### src/rtl/icb_arbt.sv
// icb_arbt: round-robin arbiter sharing one downstream ICB port among
// ARBT_NUM masters. Exactly one transaction is in flight at a time; the
// grant is held from command acceptance through the response handshake,
// so responses are always routed back to the master that issued the command.
module icb_arbt #(
    parameter int ARBT_NUM = 2
) (
    input  logic                     clk,
    input  logic                     rst_n,

    input  logic [ARBT_NUM-1:0]      i_bus_icb_cmd_valid,
    output logic [ARBT_NUM-1:0]      i_bus_icb_cmd_ready,
    input  logic [ARBT_NUM-1:0]      i_bus_icb_cmd_read,
    input  logic [ARBT_NUM*16-1:0]   i_bus_icb_cmd_addr,
    input  logic [ARBT_NUM*8-1:0]    i_bus_icb_cmd_wdata,
    output logic [ARBT_NUM-1:0]      i_bus_icb_rsp_valid,
    input  logic [ARBT_NUM-1:0]      i_bus_icb_rsp_ready,
    output logic [ARBT_NUM-1:0]      i_bus_icb_rsp_err,
    output logic [ARBT_NUM*8-1:0]    i_bus_icb_rsp_rdata,

    output logic                     o_icb_cmd_valid,
    input  logic                     o_icb_cmd_ready,
    output logic                     o_icb_cmd_read,
    output logic [15:0]              o_icb_cmd_addr,
    output logic [7:0]               o_icb_cmd_wdata,
    input  logic                     o_icb_rsp_valid,
    output logic                     o_icb_rsp_ready,
    input  logic                     o_icb_rsp_err,
    input  logic [7:0]               o_icb_rsp_rdata,

    output logic [ARBT_NUM-1:0]      arbt_grant,
    output logic                     arbt_busy
);

    localparam logic [ARBT_NUM-1:0] ONE = ARBT_NUM'(1);

    typedef enum logic [1:0] {
        IDLE = 2'd0,
        CMD  = 2'd1,
        RSP  = 2'd2
    } state_t;

    state_t              state_q, state_d;
    logic [ARBT_NUM-1:0] grant_q, grant_d;
    logic [ARBT_NUM-1:0] rrPtr_q, rrPtr_d;

    logic [ARBT_NUM-1:0] upperReq;
    logic [ARBT_NUM-1:0] upperPick;
    logic [ARBT_NUM-1:0] anyPick;
    logic [ARBT_NUM-1:0] winner;

    logic                selValid;
    logic                selRead;
    logic [15:0]         selAddr;
    logic [7:0]          selWdata;
    logic                selRspReady;

    // Round-robin pick: lowest request at or above the one-hot pointer,
    // otherwise wrap around to the lowest request overall. x & -x isolates
    // the lowest set bit.
    assign upperReq  = i_bus_icb_cmd_valid & ~(rrPtr_q - ONE);
    assign upperPick = upperReq & (~upperReq + ONE);
    assign anyPick   = i_bus_icb_cmd_valid & (~i_bus_icb_cmd_valid + ONE);
    assign winner    = (|upperReq) ? upperPick : anyPick;

    // Select the granted master's command and response-ready signals.
    always_comb begin
        selValid    = 1'b0;
        selRead     = 1'b0;
        selAddr     = 16'h0000;
        selWdata    = 8'h00;
        selRspReady = 1'b0;
        for (int k = 0; k < ARBT_NUM; k++) begin
            if (grant_q[k]) begin
                selValid    = i_bus_icb_cmd_valid[k];
                selRead     = i_bus_icb_cmd_read[k];
                selAddr     = i_bus_icb_cmd_addr[k*16 +: 16];
                selWdata    = i_bus_icb_cmd_wdata[k*8 +: 8];
                selRspReady = i_bus_icb_rsp_ready[k];
            end
        end
    end

    // Next-state logic: arbitrate in IDLE, hold the grant through CMD and RSP,
    // and rotate the priority pointer past the master just served.
    always_comb begin
        state_d = state_q;
        grant_d = grant_q;
        rrPtr_d = rrPtr_q;
        case (state_q)
            IDLE: begin
                if (|i_bus_icb_cmd_valid) begin
                    grant_d = winner;
                    state_d = CMD;
                end
            end
            CMD: begin
                if (selValid && o_icb_cmd_ready) begin
                    state_d = RSP;
                end else if (!selValid) begin
                    // Master withdrew its request; give up without touching priority.
                    state_d = IDLE;
                    grant_d = '0;
                end
            end
            RSP: begin
                if (o_icb_rsp_valid && selRspReady) begin
                    state_d = IDLE;
                    grant_d = '0;
                    rrPtr_d = {grant_q[ARBT_NUM-2:0], grant_q[ARBT_NUM-1]};
                end
            end
            default: begin
                state_d = IDLE;
                grant_d = '0;
            end
        endcase
    end

    // Route command and response handshakes between the granted master and downstream.
    always_comb begin
        o_icb_cmd_valid     = 1'b0;
        o_icb_cmd_read      = selRead;
        o_icb_cmd_addr      = selAddr;
        o_icb_cmd_wdata     = selWdata;
        o_icb_rsp_ready     = 1'b0;
        i_bus_icb_cmd_ready = '0;
        i_bus_icb_rsp_valid = '0;
        i_bus_icb_rsp_err   = '0;
        i_bus_icb_rsp_rdata = '0;
        if (state_q == CMD) begin
            o_icb_cmd_valid     = selValid;
            i_bus_icb_cmd_ready = grant_q & {ARBT_NUM{o_icb_cmd_ready}};
        end
        if (state_q == RSP) begin
            o_icb_rsp_ready     = selRspReady;
            i_bus_icb_rsp_valid = grant_q & {ARBT_NUM{o_icb_rsp_valid}};
            i_bus_icb_rsp_err   = grant_q & {ARBT_NUM{o_icb_rsp_err}};
            for (int k = 0; k < ARBT_NUM; k++) begin
                if (grant_q[k]) begin
                    i_bus_icb_rsp_rdata[k*8 +: 8] = o_icb_rsp_rdata;
                end
            end
        end
    end

    assign arbt_grant = grant_q;
    assign arbt_busy  = (state_q != IDLE);

    // State, grant and priority-pointer registers; reset drops any transaction in flight.
    always_ff @(posedge clk or negedge rst_n) begin
        if (!rst_n) begin
            state_q <= IDLE;
            grant_q <= '0;
            rrPtr_q <= ONE;
        end else begin
            state_q <= state_d;
            grant_q <= grant_d;
            rrPtr_q <= rrPtr_d;
        end
    end

endmodule

### config.mk
export PLATFORM = sky130hd
export DESIGN_NAME = icb_arbt
export DESIGN_NICKNAME = d
export VERILOG_FILES = /design/src/rtl/icb_arbt.sv
export SDC_FILE = /design/constraint.sdc
export NUM_CORES = 1
export LEC_CHECK = 0
export ABC_AREA = 1
export CORE_UTILIZATION = 21
export DETAILED_ROUTE_END_ITERATION = 10
export PLACE_DENSITY = 0.77
export SYNTH_ARGS = -nofsm -noshare
export SYNTH_HDL_FRONTEND = slang
export SYNTH_SLANG_ARGS = --single-unit
### constraint.sdc
create_clock -name clk -period 1.12 [get_ports clk]
set_input_delay 0.224 -clock clk [delete_from_list [all_inputs] [get_ports clk]]
set_output_delay 0.224 -clock clk [all_outputs]
set_load 0.02 [all_outputs]
==> impl_metrics.tcl <==
set metrics [dict create \
    status "finished with violations" \
    violations "negative setup slack" \
    peakVddDrop_v 0.00124 \
    crit_type "register to output port" \
    route.detailed.drc 0 \
    max_cap_viol_count 0 \
    num_rows 21 \
    htreeDepth 1 \
    numCtsBuffers 3 \
    grt_pass1_wl_um 7110 \
    synth_area_per_cell_sq_um 6.70 \
    clock.fmax_mhz 620 \
    fin_util_pct 85.0 \
    antenna_left 0 \
    cts_num_sinks 6 \
    vias 1488 \
    grt_pass1_vias 1624 \
    initial_core_util_pct 22.8 \
    cp-end-kind "output port" \
    wl_per_cell_um 14.6 \
    syn_area_sq_um 791 \
    grt_max_degree 17 \
    n_antenna_cell 0 \
    synth_edf_count 0 \
    synth_top_area_share_pct 27.7 \
    cts_tree "yes" \
    setup_ws_ns -0.494 \
    grt_setup_unrepaired "yes" \
    arrival_ns 1.39 \
    regArea_sq_um 154 \
    worstPathCellList "inv_2 -> nand2_2 -> inv_2 -> buf_4 -> nand2_4 -> buf_12 -> nor2_4 -> buf_6" \
    synth.distinct_cells 19 \
    hold_viol_final 0 \
    synthTopCellsByArea "a22o_1, dfrtp_1, nor2_1" \
    pin_count 119 \
    antenna_found_initial 0 \
    insertion_delay_ns 0.23 \
    multiInputGateArea_sq_um 938 \
    tightest_slew_ns 0.272 \
    viasPerCell 4.68 \
    die_x_um 63.4 \
    path_clk_slew_ns 0.04 \
    skew_ns 0.00242 \
    die_y_um 63.4 \
    dpl.hpwl_um 3220 \
    synth_largest_area_cell "a22o_1" \
    port_buffers 118 \
    yosysSeqAreaShare_pct 19.1 \
    max_stage_delay_ns 0.39 \
    place_congestion 0.793 \
    track_usage_pct 22.5 \
    final.fill_count 195 \
    fp.coreArea_sq_um 3470 \
    area_growth_pct 273 \
    drive_gt1_share_pct 61.8 \
    place_area_sq_um 2520 \
    async_reset_ff_share_pct 100 \
    hold_path_class "input port to asynchronous set/reset pin" \
    fin_crit_sh_pct 144 \
    final_cell_area_sq_um 2950 \
    clockBufferDepth 2 \
    holdWs_ns 0.238 \
    p_per_area_nw_per_um2 1850 \
    worstPathRequired_ns 0.90 \
    p_leak_uw 0.00139 \
    relSlewSlack_pct 81.8 \
    nets 340 \
    slew_violations 0 \
    syn_nets 185 \
    reg2reg_from "state_q[1]$_DFFE_PN0P_" \
    cp_max_fo 6 \
    final.min_clock_period_ns 1.61 \
    worst_path_max_delay_cell "dfrtp_1" \
    timing.critical_path.from "state_q[0]$_DFFE_PN0P_" \
    setup_viol 58 \
    crit_path_start_kind "register" \
    wl_um 4640 \
    clockRootBuffer "clkbuf_8" \
    syn_inst 118 \
    synthTopCellsByCount "a22o_1, nor2_1, inv_1" \
    grt_remaining_overflow 0 \
    drtPass1Iterations 4 \
    ys_warn_count 0 \
    first_iter_violations 31 \
    synth-main-ff-cell "dfrtp_1" \
    power_uw 5460 \
    ys_ff_latch 6 \
    timing.setup.tns_ns -22.43 \
    die_area_sq_um 4020 \
    path_common_cell "inv_2" \
]
[state kept, by name, summed over array words and instances (netlist names)]
register,count
arbt_grant,2
rrPtr_q,2
state_q,2
[metrics by stage]
| step | std cells | setup WS, ns |
|---|---|---|
| 2_1_floorplan | 118 | -0.161 |
| 3_3_place_gp | 299 | -0.700 |
| 3_5_place_dp | 299 | -0.703 |
| 4_1_cts | 315 | -0.489 |
| 5_1_grt | 318 | -0.543 |
| 6_report | 318 | -0.494 |
[power by group]
| group | switching [uW] | internal [uW] |
|---|---|---|
| sequential | 100 | 336 |
| combinational | 2170 | 2510 |
| clock | 105 | 246 |
| total | 2370 | 3090 |
[final cells by class]
cell class | count | share of cell area (%)
Sequential cell | 6 | 5.22
Inverter | 22 | 2.97
Multi-Input combinational cell | 83 | 31.8
Tap cell | 46 | 1.95
Timing Repair Buffer | 157 | 56.5
Clock buffer | 4 | 1.53
[placed cells by master (no fill, tap or decap)]
cell type and n:
nand2_8 1, buf_8 1, dfrtp_1 3, inv_2 6, nand3_1 4, o21ai_2 1
inv_1 15, nor3_4 1, buf_12 2, buf_16 2, o21ai_0 1, nor2_1 1
nor2_4 23, nand2_4 5, a21oi_2 1, o22ai_2 2, a22o_1 4, nand3_4 1
dfrtp_2 2, clkdlybuf4s50_1 66, nand2_1 9, clkbuf_8 3, buf_6 67, nor2_2 2
dfstp_2 1, a22o_4 21, buf_4 18, inv_6 1, nor3_2 1, nand2_2 3
nand3_2 2, clkbuf_1 1, buf_2 1
[final timing paths]
kind,depth (start not counted),slack (ns),to
setup / recovery,8,-0.49,i_bus_icb_rsp_err[0]
min in group clk,2,0.51,rrPtr_q[0]$_DFFE_PN1P_
max in group asynchronous,1,0.61,rrPtr_q[0]$_DFFE_PN1P_
hold / removal,1,0.24,state_q[1]$_DFFE_PN0P_
setup reg to reg,9,-0.24,arbt_grant[0]$_DFFE_PN0P_
hold reg to reg,2,0.51,rrPtr_q[0]$_DFFE_PN1P_
[worst max-delay path, delay by kind of cell, from the launching register on]
kind,cells,cell delay (ns)
buffers and inverters,5,0.54
DFF,1,0.39
and+or+nand+nor,3,0.23
[routing by layer]
metal  global-route usage (%)  up-vias  wire length (um)  share of wire, %
met3                     7.25       11               385               8.3
met5                        0        -                 0                 0
met4                     6.25        0                82               1.8
met2                     43.1       84              2600                56
li1                         -      701                 -                 -
met1                     22.9      692              1570                34
[logic make-up (layout without fill, tap and decap cells)]
logic type,after synthesis,count (layout),synth area share (%)
AO/OA/AOI/OAI,30,30,31.6
buffers and inverters,29,183,18.2
AND/OR/NAND/NOR,53,53,31.0
flip-flops,6,6,19.1
[repair_timing]
action                                  CTS  global route
pin swaps                                 5             7
gates cloned                              3             0
endpoints found under the setup margin   58            58
hold buffers                              0             0
resized for setup                       321            43
buffers inserted                          9             7
No activity file was read; power rests on OpenSTA's default activity.
